## config.mk

```make
export PLATFORM = sky130hd
export DESIGN_NAME = mc_control_fsm_flat
export DESIGN_NICKNAME = d
export VERILOG_FILES = /design/src/rtl/mc_control_fsm_pkg.sv /design/src/rtl/mc_control_fsm_if.sv /design/src/rtl/mc_control_fsm.sv /design/src/flat_wrapper.sv
export SDC_FILE = /design/constraint.sdc
export NUM_CORES = 1
export LEC_CHECK = 0
export CORE_ASPECT_RATIO = 1.2
export CORE_MARGIN = 2
export CORE_UTILIZATION = 52
export CTS_CLUSTER_DIAMETER = 50
export DETAILED_ROUTE_END_ITERATION = 10
export PLACE_DENSITY = 0.85
export REMOVE_ABC_BUFFERS = 1
export SLEW_MARGIN = 20
export SYNTH_ARGS = -nofsm -noshare
export SYNTH_HDL_FRONTEND = slang
export SYNTH_SLANG_ARGS = --single-unit
export TNS_END_PERCENT = 5
```

## constraint.sdc

```tcl
create_clock -name clk -period 3.14 [get_ports clk]
set_clock_uncertainty 0.15 [all_clocks]
set_input_delay 0.628 -clock clk [delete_from_list [all_inputs] [get_ports clk]]
set_output_delay 0.628 -clock clk [all_outputs]
set_load 0.005 [all_outputs]
```

## src/rtl/mc_control_fsm_pkg.sv

```systemverilog
// State, opcode and datapath select encodings shared by the multi-cycle controller and its datapath.
// Pure constants; no logic, no latency.
package mc_ctrl_pkg;

  localparam logic [3:0] S_IDLE   = 4'd0;
  localparam logic [3:0] S_FETCH  = 4'd1;
  localparam logic [3:0] S_DECODE = 4'd2;
  localparam logic [3:0] S_MEMADR = 4'd3;
  localparam logic [3:0] S_MEMRD  = 4'd4;
  localparam logic [3:0] S_MEMWB  = 4'd5;
  localparam logic [3:0] S_MEMWR  = 4'd6;
  localparam logic [3:0] S_EXEC_R = 4'd7;
  localparam logic [3:0] S_ALUWB  = 4'd8;
  localparam logic [3:0] S_BRANCH = 4'd9;
  localparam logic [3:0] S_TRAP   = 4'd15;

  localparam logic [6:0] OP_R   = 7'b0110011;
  localparam logic [6:0] OP_LW  = 7'b0000011;
  localparam logic [6:0] OP_SW  = 7'b0100011;
  localparam logic [6:0] OP_BEQ = 7'b1100011;

  localparam logic [1:0] ALUOP_ADD   = 2'b00;
  localparam logic [1:0] ALUOP_SUB   = 2'b01;
  localparam logic [1:0] ALUOP_FUNCT = 2'b10;

  localparam logic [1:0] SRCA_PC    = 2'b00;
  localparam logic [1:0] SRCA_OLDPC = 2'b01;
  localparam logic [1:0] SRCA_REGA  = 2'b10;

  localparam logic [1:0] SRCB_REGB = 2'b00;
  localparam logic [1:0] SRCB_FOUR = 2'b01;
  localparam logic [1:0] SRCB_IMM  = 2'b10;

  localparam logic [1:0] RES_ALUOUT = 2'b00;
  localparam logic [1:0] RES_MDR    = 2'b01;
  localparam logic [1:0] RES_ALU    = 2'b10;

  // lw and sw share the address-calculation state
  function automatic logic is_mem_op(input logic [6:0] op);
    return (op == OP_LW) || (op == OP_SW);
  endfunction

endpackage

```

## src/rtl/mc_control_fsm_if.sv

```systemverilog
// Controller <-> datapath/memory bundle: datapath selects, write enables and the memory req/ready pair.
// master = controller side, slave = datapath/memory side.
interface mc_control_fsm_if #(
  parameter int CNT_W = 32
);
  logic [6:0]       opcode;
  logic             zero;
  logic             mem_ready;
  logic [1:0]       ALUOp;
  logic [1:0]       ALUSrcA;
  logic [1:0]       ALUSrcB;
  logic [1:0]       ResultSrc;
  logic             IorD;
  logic             MemRead;
  logic             MemWrite;
  logic             IRWrite;
  logic             PCWrite;
  logic             RegWrite;
  logic [3:0]       state_o;
  logic             halt;
  logic [CNT_W-1:0] retired;

  modport master (
    input  opcode, zero, mem_ready,
    output ALUOp, ALUSrcA, ALUSrcB, ResultSrc, IorD, MemRead, MemWrite,
           IRWrite, PCWrite, RegWrite, state_o, halt, retired
  );

  modport slave (
    output opcode, zero, mem_ready,
    input  ALUOp, ALUSrcA, ALUSrcB, ResultSrc, IorD, MemRead, MemWrite,
           IRWrite, PCWrite, RegWrite, state_o, halt, retired
  );

endinterface

```

## src/rtl/mc_control_fsm.sv

```systemverilog
// Multi-cycle main controller: R-type 4, lw 5, sw 4, beq 3 cycles; each mem_ready=0 cycle in a memory
// state adds one. Requests are held with stable IorD until mem_ready; illegal opcodes park in TRAP.
module mc_control_fsm
  import mc_ctrl_pkg::*;
#(
  parameter int CNT_W         = 32,
  parameter int RESET_PC_HOLD = 1
) (
  input  logic         clk,
  input  logic         rst_n,
  mc_control_fsm_if.master bus
);

  logic [3:0]       state, nxt;
  logic [3:0]       hold;
  logic [CNT_W-1:0] retired_q;
  logic             retire_en;

  always_comb begin
    nxt = state;
    unique case (state)
      S_IDLE:   if (hold <= 4'd1) nxt = S_FETCH;
      S_FETCH:  if (bus.mem_ready) nxt = S_DECODE;
      S_DECODE: begin
        if (is_mem_op(bus.opcode))    nxt = S_MEMADR;
        else if (bus.opcode == OP_R)  nxt = S_EXEC_R;
        else if (bus.opcode == OP_BEQ) nxt = S_BRANCH;
        else                          nxt = S_TRAP;
      end
      S_MEMADR: nxt = (bus.opcode == OP_LW) ? S_MEMRD : S_MEMWR;
      S_MEMRD:  if (bus.mem_ready) nxt = S_MEMWB;
      S_MEMWB:  nxt = S_FETCH;
      S_MEMWR:  if (bus.mem_ready) nxt = S_FETCH;
      S_EXEC_R: nxt = S_ALUWB;
      S_ALUWB:  nxt = S_FETCH;
      S_BRANCH: nxt = S_FETCH;
      S_TRAP:   nxt = S_TRAP;
      // unused encodings are treated as a corrupted state and trapped
      default:  nxt = S_TRAP;
    endcase
  end

  always_comb begin
    retire_en = 1'b0;
    case (state)
      S_MEMWB, S_ALUWB, S_BRANCH: retire_en = 1'b1;
      S_MEMWR:                    retire_en = bus.mem_ready;
      default:                    retire_en = 1'b0;
    endcase
  end

  always_ff @(posedge clk or negedge rst_n) begin
    if (!rst_n) begin
      state <= S_IDLE;
    end else begin
      state <= nxt;
    end
  end

  always_ff @(posedge clk or negedge rst_n) begin
    if (!rst_n) begin
      hold      <= RESET_PC_HOLD[3:0];
      retired_q <= '0;
    end else begin
      if (state == S_IDLE && hold != 4'd0) hold <= hold - 4'd1;
      if (retire_en) retired_q <= retired_q + 1'b1;
    end
  end

  always_comb begin
    bus.ALUOp     = ALUOP_ADD;
    bus.ALUSrcA   = SRCA_PC;
    bus.ALUSrcB   = SRCB_REGB;
    bus.ResultSrc = RES_ALUOUT;
    bus.IorD      = 1'b0;
    bus.MemRead   = 1'b0;
    bus.MemWrite  = 1'b0;
    bus.IRWrite   = 1'b0;
    bus.PCWrite   = 1'b0;
    bus.RegWrite  = 1'b0;
    bus.halt      = 1'b0;
    case (state)
      S_FETCH: begin
        bus.MemRead   = 1'b1;
        bus.ALUSrcA   = SRCA_PC;
        bus.ALUSrcB   = SRCB_FOUR;
        bus.ALUOp     = ALUOP_ADD;
        bus.ResultSrc = RES_ALU;
        bus.IRWrite   = bus.mem_ready;
        bus.PCWrite   = bus.mem_ready;
      end
      S_DECODE: begin
        bus.ALUSrcA = SRCA_OLDPC;
        bus.ALUSrcB = SRCB_IMM;
        bus.ALUOp   = ALUOP_ADD;
      end
      S_MEMADR: begin
        bus.ALUSrcA = SRCA_REGA;
        bus.ALUSrcB = SRCB_IMM;
        bus.ALUOp   = ALUOP_ADD;
      end
      S_MEMRD: begin
        bus.MemRead = 1'b1;
        bus.IorD    = 1'b1;
      end
      S_MEMWB: begin
        bus.ResultSrc = RES_MDR;
        bus.RegWrite  = 1'b1;
      end
      S_MEMWR: begin
        bus.MemWrite = 1'b1;
        bus.IorD     = 1'b1;
      end
      S_EXEC_R: begin
        bus.ALUSrcA = SRCA_REGA;
        bus.ALUSrcB = SRCB_REGB;
        bus.ALUOp   = ALUOP_FUNCT;
      end
      S_ALUWB: begin
        bus.ResultSrc = RES_ALUOUT;
        bus.RegWrite  = 1'b1;
      end
      S_BRANCH: begin
        bus.ALUSrcA   = SRCA_REGA;
        bus.ALUSrcB   = SRCB_REGB;
        bus.ALUOp     = ALUOP_SUB;
        bus.ResultSrc = RES_ALUOUT;
        bus.PCWrite   = bus.zero;
      end
      S_TRAP:  bus.halt = 1'b1;
      default: ;
    endcase
  end

  assign bus.state_o = state;
  assign bus.retired = retired_q;

endmodule

```

## src/flat_wrapper.sv

```systemverilog
// flat-port wrapper written by rule: the top's interface ports become plain ports
module mc_control_fsm_flat import mc_ctrl_pkg::*;
#(
  parameter int CNT_W         = 32,
  parameter int RESET_PC_HOLD = 1
)
  (clk, rst_n, bus_opcode, bus_zero, bus_mem_ready, bus_ALUOp, bus_ALUSrcA, bus_ALUSrcB, bus_ResultSrc, bus_IorD, bus_MemRead, bus_MemWrite, bus_IRWrite, bus_PCWrite, bus_RegWrite, bus_state_o, bus_halt, bus_retired);
  mc_control_fsm_if #(.CNT_W(CNT_W)) bus_i ();
  input  logic clk;
  input  logic rst_n;
  input wire logic [$bits(bus_i.opcode)-1:0] bus_opcode;
  input wire logic [$bits(bus_i.zero)-1:0] bus_zero;
  input wire logic [$bits(bus_i.mem_ready)-1:0] bus_mem_ready;
  output wire logic [$bits(bus_i.ALUOp)-1:0] bus_ALUOp;
  output wire logic [$bits(bus_i.ALUSrcA)-1:0] bus_ALUSrcA;
  output wire logic [$bits(bus_i.ALUSrcB)-1:0] bus_ALUSrcB;
  output wire logic [$bits(bus_i.ResultSrc)-1:0] bus_ResultSrc;
  output wire logic [$bits(bus_i.IorD)-1:0] bus_IorD;
  output wire logic [$bits(bus_i.MemRead)-1:0] bus_MemRead;
  output wire logic [$bits(bus_i.MemWrite)-1:0] bus_MemWrite;
  output wire logic [$bits(bus_i.IRWrite)-1:0] bus_IRWrite;
  output wire logic [$bits(bus_i.PCWrite)-1:0] bus_PCWrite;
  output wire logic [$bits(bus_i.RegWrite)-1:0] bus_RegWrite;
  output wire logic [$bits(bus_i.state_o)-1:0] bus_state_o;
  output wire logic [$bits(bus_i.halt)-1:0] bus_halt;
  output wire logic [$bits(bus_i.retired)-1:0] bus_retired;
  assign bus_i.opcode = bus_opcode;
  assign bus_i.zero = bus_zero;
  assign bus_i.mem_ready = bus_mem_ready;
  assign bus_ALUOp = bus_i.ALUOp;
  assign bus_ALUSrcA = bus_i.ALUSrcA;
  assign bus_ALUSrcB = bus_i.ALUSrcB;
  assign bus_ResultSrc = bus_i.ResultSrc;
  assign bus_IorD = bus_i.IorD;
  assign bus_MemRead = bus_i.MemRead;
  assign bus_MemWrite = bus_i.MemWrite;
  assign bus_IRWrite = bus_i.IRWrite;
  assign bus_PCWrite = bus_i.PCWrite;
  assign bus_RegWrite = bus_i.RegWrite;
  assign bus_state_o = bus_i.state_o;
  assign bus_halt = bus_i.halt;
  assign bus_retired = bus_i.retired;
  mc_control_fsm #(.CNT_W(CNT_W), .RESET_PC_HOLD(RESET_PC_HOLD)) u_core (.clk(clk), .rst_n(rst_n), .bus(bus_i));
endmodule
```

* Word-level counts from Yosys, hierarchy flattened *
Cells that the tools add are included.

storage, ports and cells
  register bits after elaboration = 40
  input bits = 11
  output and inout bits = 51
  logic and storage cells = 56

operators by class
  $add $sub $neg = 2
  order comparisons = 1
  equal/unequal tests = 18
  muxes and demuxes = 21
  reduce and logical (&&, ||, !) cells = 11

operators by type and width
  kind                                                             number
  adder 32 x 1 -> 32 bit (second input constant)                   1
  case mux 4 bit (8 select lines)                                  1
  2-to-1 mux 4 bit                                                 6
  equality test 4 x 3 -> 1 bit (second input constant)             4
  case mux 2 bit (2 select lines)                                  4
  equality test 7 x 6 -> 1 bit (second input constant)             2
  equality test 4 bit (second input constant)                      3
  equality test 4 x 2 -> 1 bit (second input constant)             2
  OR reduction 2 bit                                               4
  equality test 7 x 2 -> 1 bit (second input constant)             1
  equality test 7 bit (second input constant)                      1
  2-to-1 mux 1 bit                                                 6
  inequality test 2 bit (second input constant)                    3
  OR reduction 3 bit                                               2
  equality test 4 x 1 -> 1 bit (second input constant)             1
  less-or-equal comparator 4 x 1 -> 1 bit (second input constant)  1
  zero test 4 bit                                                  1
  case mux 1 bit (2 select lines)                                  2
  AND reduction 4 bit                                              1
  nonzero test 4 bit                                               1
  subtractor 4 x 1 -> 4 bit (second input constant)                1
  2-to-1 mux 3 bit                                                 1
  2-to-1 mux 2 bit                                                 1
  inequality test 2 x 1 -> 1 bit (second input constant)           1
  other kinds (2)                                                  2

* Logic depth before layout (Yosys ltp) *
Gate-level depths: netlist of run 1.

  depth after elaboration = 5
  depth in mapped cells = 7
  depth with buffers taken out = 6

* Worst setup path before layout of run 1 *
No wires, ideal clock.

  path type = register to output
  start = reg u_core.state[0] (netlist: u_core.bus.state_o[0])
  end = out bus_PCWrite
  data arrival time = 1391 ps
  data required time = 2362 ps
  path slack = 971 ps
  cell stages (with the launch flop) = 5
  buffers on the path = 2
  cell sequence = dfrtp_1 -> clkbuf_1 -> clkbuf_1 -> nor4bb_1 -> a21o_1

between the ends
  cells in the longest elaborated chain, start to end = 2
  elaborated cells on any way between the ends = 3
  those cells by class = eq/ne (2); mux (1)

ends and longest elaborated chain
  item                                                                 RTL line              RTL
  from (decl)                                                          mc_control_fsm.sv:14  logic [3:0] state, nxt;
  from (signal assigned)                                               mc_control_fsm.sv:56  state <= nxt;
  equality test 4 bit or equality test 4 x 1 -> 1 bit (tied branches)  mc_control_fsm.sv:82  case (state)
  case mux 1 bit (2 select lines) (*)                                  mc_control_fsm.sv:82
  to (decl)                                                            flat_wrapper.sv:22    output wire logic [$bits(bus_i.PCWrite)-1:0] bus_PCWrite;

Every way passes the cells marked *; elsewhere a longest branch is shown, timed or not.

* Worst setup path after layout of run 1 *
  start = reg u_core.state[1] (netlist: u_core.bus.state_o[1])
  end = out bus_PCWrite

The elaborated chain is that of the path after synthesis.

==> run metrics, run 1 <==
CP delay by family, top buffers and inverters; layout cell share with drive strength beyond 1 a little over 8%; post-synth top area cell dfrtp_1; Async S/R FF share, synth 100%; netlist area before placement approximately 2300 µm²; die height approximately 77 µm; post-CTS setup buffer count 0; CTS tree done; Max Cap Viol 0; Initial DRC Count 134; worst reg2reg setup slack 0.77 ns; post-route setup slack about 0.26 ns; Hold/Removal Path Class in2async; P_leak between 0.001 and 0.0015 µW; drt wl/cell 14.9 µm; clock sinks 40; status complete, no violations; Req. time, crit path 2.36 ns; vias in the first global route approximately 1800; remaining global-route overflow 0; met1 wire length approximately 2.2 mm; post-cts resize count 0; most common cell after layout, fill and taps aside clkdlybuf4s50_1; CP endpoint kind output pin; metal2 WL ~2.6 mm; CP bufs+invs 2; R2R Path End u_core.bus.retired[27]; GPL Wtd Cong between 0.8 and 0.9; CP Launch Type flop; Top Ports 62; n_diodes 0; Routed Antenna Nets 0; final setup fails 0; Critical Path AT around 2.1 ns; first-pass GRT wire length roughly 8.7 mm; maximum clock rate between 0.3 and 0.4 GHz; worst setup path endpoint bus_PCWrite; WL met3 ~210 µm; share of the synthesized area in the top cell type 42.6%; top layer in use met4; row count 26; fin. max-slew vios 0; top cells by area, synth dfrtp_1, xor2_1, nand2_1, xnor2_1, nor3_1; Remaining DRCs 0; pre-CTS setup slack 0.510 ns; Avg Cell Area, Syn a little under 10 µm²; Critical Path Stages 5; VDD IR-drop max ~0.29 mV; RSZ-0062 raised after global routing no; clk_lat worst skew 0.29 ns; Clock Root Buffer clkbuf_8; power density over the cells 318 nW/µm²; Gate power share approximately 3%; core footprint between 4000 and 5000 µm²; Vias/cell around 5.7; Synth Instances between 200 and 250; Sequential Power Share 53.9%; clock network fraction of total power between 40 and 50%; EDFF count, synth 0; slowest CP cell dfrtp_1; Max FO, Critical Path 16; Top FF cell, synth dfrtp_1; cts-stage hold buffer count 0; initial antenna violation count 0; GRT Util Overall about 22%; final worst-path cycle share roughly nine tenths; CTS Buf Count 5; Ys Warns 0; Final Critical Period about 2.9 ns; Reg2Reg Launch Point u_core.bus.retired[9]; Synth Register Bits 40; die area between 4000 and 5000 µm²; number of distinct library cells after synthesis 49; largest net degree at the start of global routing ~40; Starting Density ~54%; WS Path Type reg2out; depth of the worst register-to-register path 4; Setup TNS 0 ns; sw frac about 20%; Largest stage delay, worst path 0.62 ns; clock buffer depth 2; clk slew on worst S/H paths roughly 0.08 ns; sequential fraction of the synthesis area approximately 44%; fill count about 340; Max-slew headroom approximately two fifths; DR vias around 1900; DRT Pass-1 Iters 4; Die W approximately 65 µm; Total Nets Final 299; count of input and output buffers between 60 and 70; commonest non-fill, non-tap cells in the layout clkdlybuf4s50_1, dfrtp_1, xor2_1, nand2_1; critical path cell sequence inv_1, and3_1, and2_1, a21o_1, clkdlybuf4s50_1; Fin. Hold Viols 0; worst-margin pin slew between 0.8 and 0.9 ns; Sw Pwr approximately 190 µW; P_int 764 µW; P&R area growth vs syn 31.1%; Post-DP HPWL roughly 3.5 mm; DRT Wirelength 5.09 mm; Setup crit start u_core.bus.state_o[1]; H-tree levels 2
[synth_stat cells, types with 3 or more instances]
master,instances
nor3b_1,4
buf_2,4
o31a_1,3
nand4_1,8
and3_1,3
dfrtp_1,39
and2_1,3
nor3_1,13
xnor2_1,8
inv_1,5
and4_1,4
ha_1,4
nand2b_1,3
xor2_1,27
nand2_1,19
clkbuf_1,7
nand3_1,11
nor4_1,6
nor4b_1,3
a21oi_1,5
nor2_1,13
nor4_2,4
[power groups by stage]
stage | clock network [µW] | logic (µW) | registers (µW)
2_1_floorplan | 0 | 3.15 | 525
3_3_place_gp | 0 | 28.7 | 525
3_5_place_dp | 0 | 29.5 | 525
4_1_cts | 423 | 29.7 | 515
5_1_grt | 449 | 31.7 | 515
6_report | 412 | 28.8 | 515
[metal layers]
layer	vias up	GRT usage, %
li1	925	-
met1	959	30.0
met2	59	35.9
met3	6	4.55
met4	0	5.74
met5	-	0
[kinds of logic (layout without fill, tap and decap cells)]
group	count (synthesis)	in the layout	synth area share (%)
multiplexers	1	1	0.491
AND/OR/NAND/NOR	107	107	28.3
AO/OA/AOI/OAI	22	22	7.15
XOR/XNOR	35	35	13.4
adder cells (fa/ha/maj)	4	4	2.18
buffers and inverters	22	76	4.86
flip-flops	40	40	43.7
[stage by stage]
stage	area (µm²)	hold slack, ns	cells	total power [µW]	util (%)
floorplan	2200	0.182	214	528	-
global placement	2900	0.305	333	554	68.0
detailed placement	2900	0.315	333	554	68.0
CTS	3010	0.326	341	967	70.6
global route	3010	0.358	341	995	70.6
finish	3010	0.305	341	955	70.6
[sequential cells by signal, indices dropped and copies added (netlist names)]
signal	count
u_core.bus.state_o	4
u_core.hold	4
u_core.bus.retired	32
[area by class of cell]
cell class,instances,area [µm²],share of cell area [%]
Multi-Input combinational cell,169,1190,39.5
Sequential cell,40,1000,33.3
Timing Repair Buffer,63,621,20.6
Clock buffer,6,72.6,2.41
Tap cell,56,70.1,2.33
Clock inverter,2,35.0,1.17
Inverter,5,18.8,0.624
[worst min path at each step]
stage / start / to / slack, ns
floorplan: rst_n / u_core.bus.retired[0] / 0.18
detailed placement: u_core.bus.retired[31] / u_core.bus.retired[31] / 0.31
global route: rst_n / u_core.bus.retired[14] / 0.36
global placement: u_core.bus.retired[31] / u_core.bus.retired[31] / 0.30
finish: rst_n / u_core.bus.retired[14] / 0.31
CTS: u_core.bus.retired[31] / u_core.bus.retired[31] / 0.33
No activity file was read; power rests on OpenSTA's default activity.
==> run 2: changes to the inputs <==
- RECOVER_POWER: default -> 25
==> run 2 against run 1 <==
Effect of this change:
- utilization about the same
- first-iteration DRC count down 6.7%
- largest power group unchanged
- highest routed layer unchanged
- the flow now finishes with violations (max-capacitance violations, max-slew violations)
- critical endpoint unchanged
- routed wire length about the same
==> run metrics, run 2 (same netlist as run 1, synthesis figures left out) <==
die area 4960 µm²; DRT Pass-1 Iters 4; Hold Startpoint u_core.bus.retired[31]; Starting Density 53.8%; row count 26; clock sinks 40; Clock Root Buffer clkbuf_8; status finished, violations left; Reg2Reg Launch Point u_core.bus.retired[9]; CP Launch Type flop; Max-slew headroom -43.0%; Largest stage delay, worst path 0.62 ns; Vias/cell approximately 5.7; CTS Buf Count 5; Total Nets Final around 300; Hold/Removal Path Class reg2reg; post-layout util a little over two thirds; n_diodes 0; Reg area between 1000 and 1500 µm²; Post-DP HPWL 3.52 mm; met1 wire length approximately 2.3 mm; Remaining DRCs 0; vias in the first global route between 1500 and 2000; Initial DRC Count 125; Die W 64.6 µm; layout cell share with drive strength beyond 1 7.72%; commonest non-fill, non-tap cells in the layout clkdlybuf4s50_1, dfrtp_1, xor2_1, nand2_1; drt wl/cell roughly 15 µm; R2R Path End u_core.bus.retired[27]; Req. time, crit path around 2.4 ns; Fin. Hold Viols 0; DR vias roughly 1900; GRT Util Overall roughly 22%; slowest CP cell dfrtp_1; placed cell area ~2900 µm²; DRT Wirelength slightly above 5 mm; CP bufs+invs 2; Top Ports between 60 and 70; Setup TNS 0 ns; post-CTS setup buffer count 0; H-tree levels 2; remaining global-route overflow 0; largest net degree at the start of global routing between 40 and 50; fin. max-slew vios about 40; clk_lat worst skew 0.29 ns; cts-stage hold buffer count 0; Hold Crit Depth 1; clock buffer depth 2; maximum clock rate 0.348 GHz; most common cell after layout, fill and taps aside clkdlybuf4s50_1; final setup fails 0; final instance area 3010 µm²; Multi-input gate area roughly 1200 µm²; VDD IR-drop max 0.294 mV; Routed Antenna Nets 0; CP endpoint kind output pin; clk slew on worst S/H paths 0.08 ns; WS Path Type reg2out; core footprint between 4000 and 5000 µm²; pre-CTS setup slack around 0.51 ns; count of input and output buffers 61; metal2 WL 2.57 mm; CP delay by family, top buffers and inverters; RSZ-0062 raised after global routing no; P_leak between 0.001 and 0.0015 µW; top layer in use met4; WL met3 between 200 and 250 µm; Critical Path AT approximately 2.1 ns; GPL Wtd Cong roughly 0.86; final worst-path cycle share 91.5%; worst reg2reg setup slack slightly below 0.8 ns; Max Cap Viol 1; post-route setup slack between 0.2 and 0.3 ns; critical path cell sequence inv_1, and3_1, and2_1, a21o_1, clkdlybuf4s50_1; post-cts resize count 0; initial antenna violation count 0; first-pass GRT wire length 8.67 mm; die height between 70 and 80 µm; max reg flops 32; fill count between 300 and 400; worst-margin pin slew about 2.1 ns; power density over the cells 318 nW/µm²; depth of the worst register-to-register path 4; Max FO, Critical Path 16; failing checks max-capacitance violations, max-slew violations; P&R area growth vs syn 31.0%; Final Critical Period between 2 and 3 ns; hold endpoint u_core.bus.retired[31]; CTS tree done
==> run 2: worst register-to-register path, cell delays in order (launching register included) <==
cell and delay [ns]:
dfrtp_1 0.47, nand4_1 0.16, or4_1 0.85, nor4b_1 0.51
xor2_1 0.17
==> run 2: layout make-up <==
class	count	share of cell area (%)
Multi-Input combinational cell	169	39.5
Sequential cell	40	33.3
Timing Repair Buffer	63	20.6
Clock buffer	6	2.41
Tap cell	56	2.33
Clock inverter	2	1.17
Inverter	5	0.624
==> run 2: per-layer routing <==
metal / vias to the layer above / GRT usage [%]
li1: 924 / -
met3: 6 / 4.55
met4: 0 / 5.74
met5: - / 0
met2: 58 / 35.9
met1: 948 / 30.0
==> run 2: worst max path at each step <==
stage	startpoint	end	slack [ns]	depth (start not counted)
global route	u_core.bus.state_o[1]	bus_PCWrite	0.11	5
CTS	u_core.bus.state_o[1]	bus_PCWrite	0.26	5
detailed placement	bus_mem_ready	bus_PCWrite	0.51	4
global placement	bus_mem_ready	bus_PCWrite	0.53	4
floorplan	u_core.bus.state_o[0]	u_core.bus.retired[1]	0.38	3
finish	u_core.bus.state_o[1]	bus_PCWrite	0.27	5
==> run 2: per-stage QoR <==
step	instances	total power (µW)	hold slack (ns)
after global routing	341	995	0.358
after detailed placement	333	554	0.315
after CTS	341	967	0.326
after floorplan	214	528	0.182
final	341	955	0.323
after global placement	333	554	0.305
==> run 2: where the power goes <==
group	leakage [µW]	internal [µW]	total (µW)	switching, µW
sequential	0.000535	515	515	0
clock	0.0000552	236	412	176
combinational	0.000759	12.8	28.6	15.8
==> run 3: changes to the inputs <==
- GPL_ROUTABILITY_DRIVEN: default -> 0
==> results of run 3 <==
No change in the layout: final DEF, timing and power equal those of run 2.
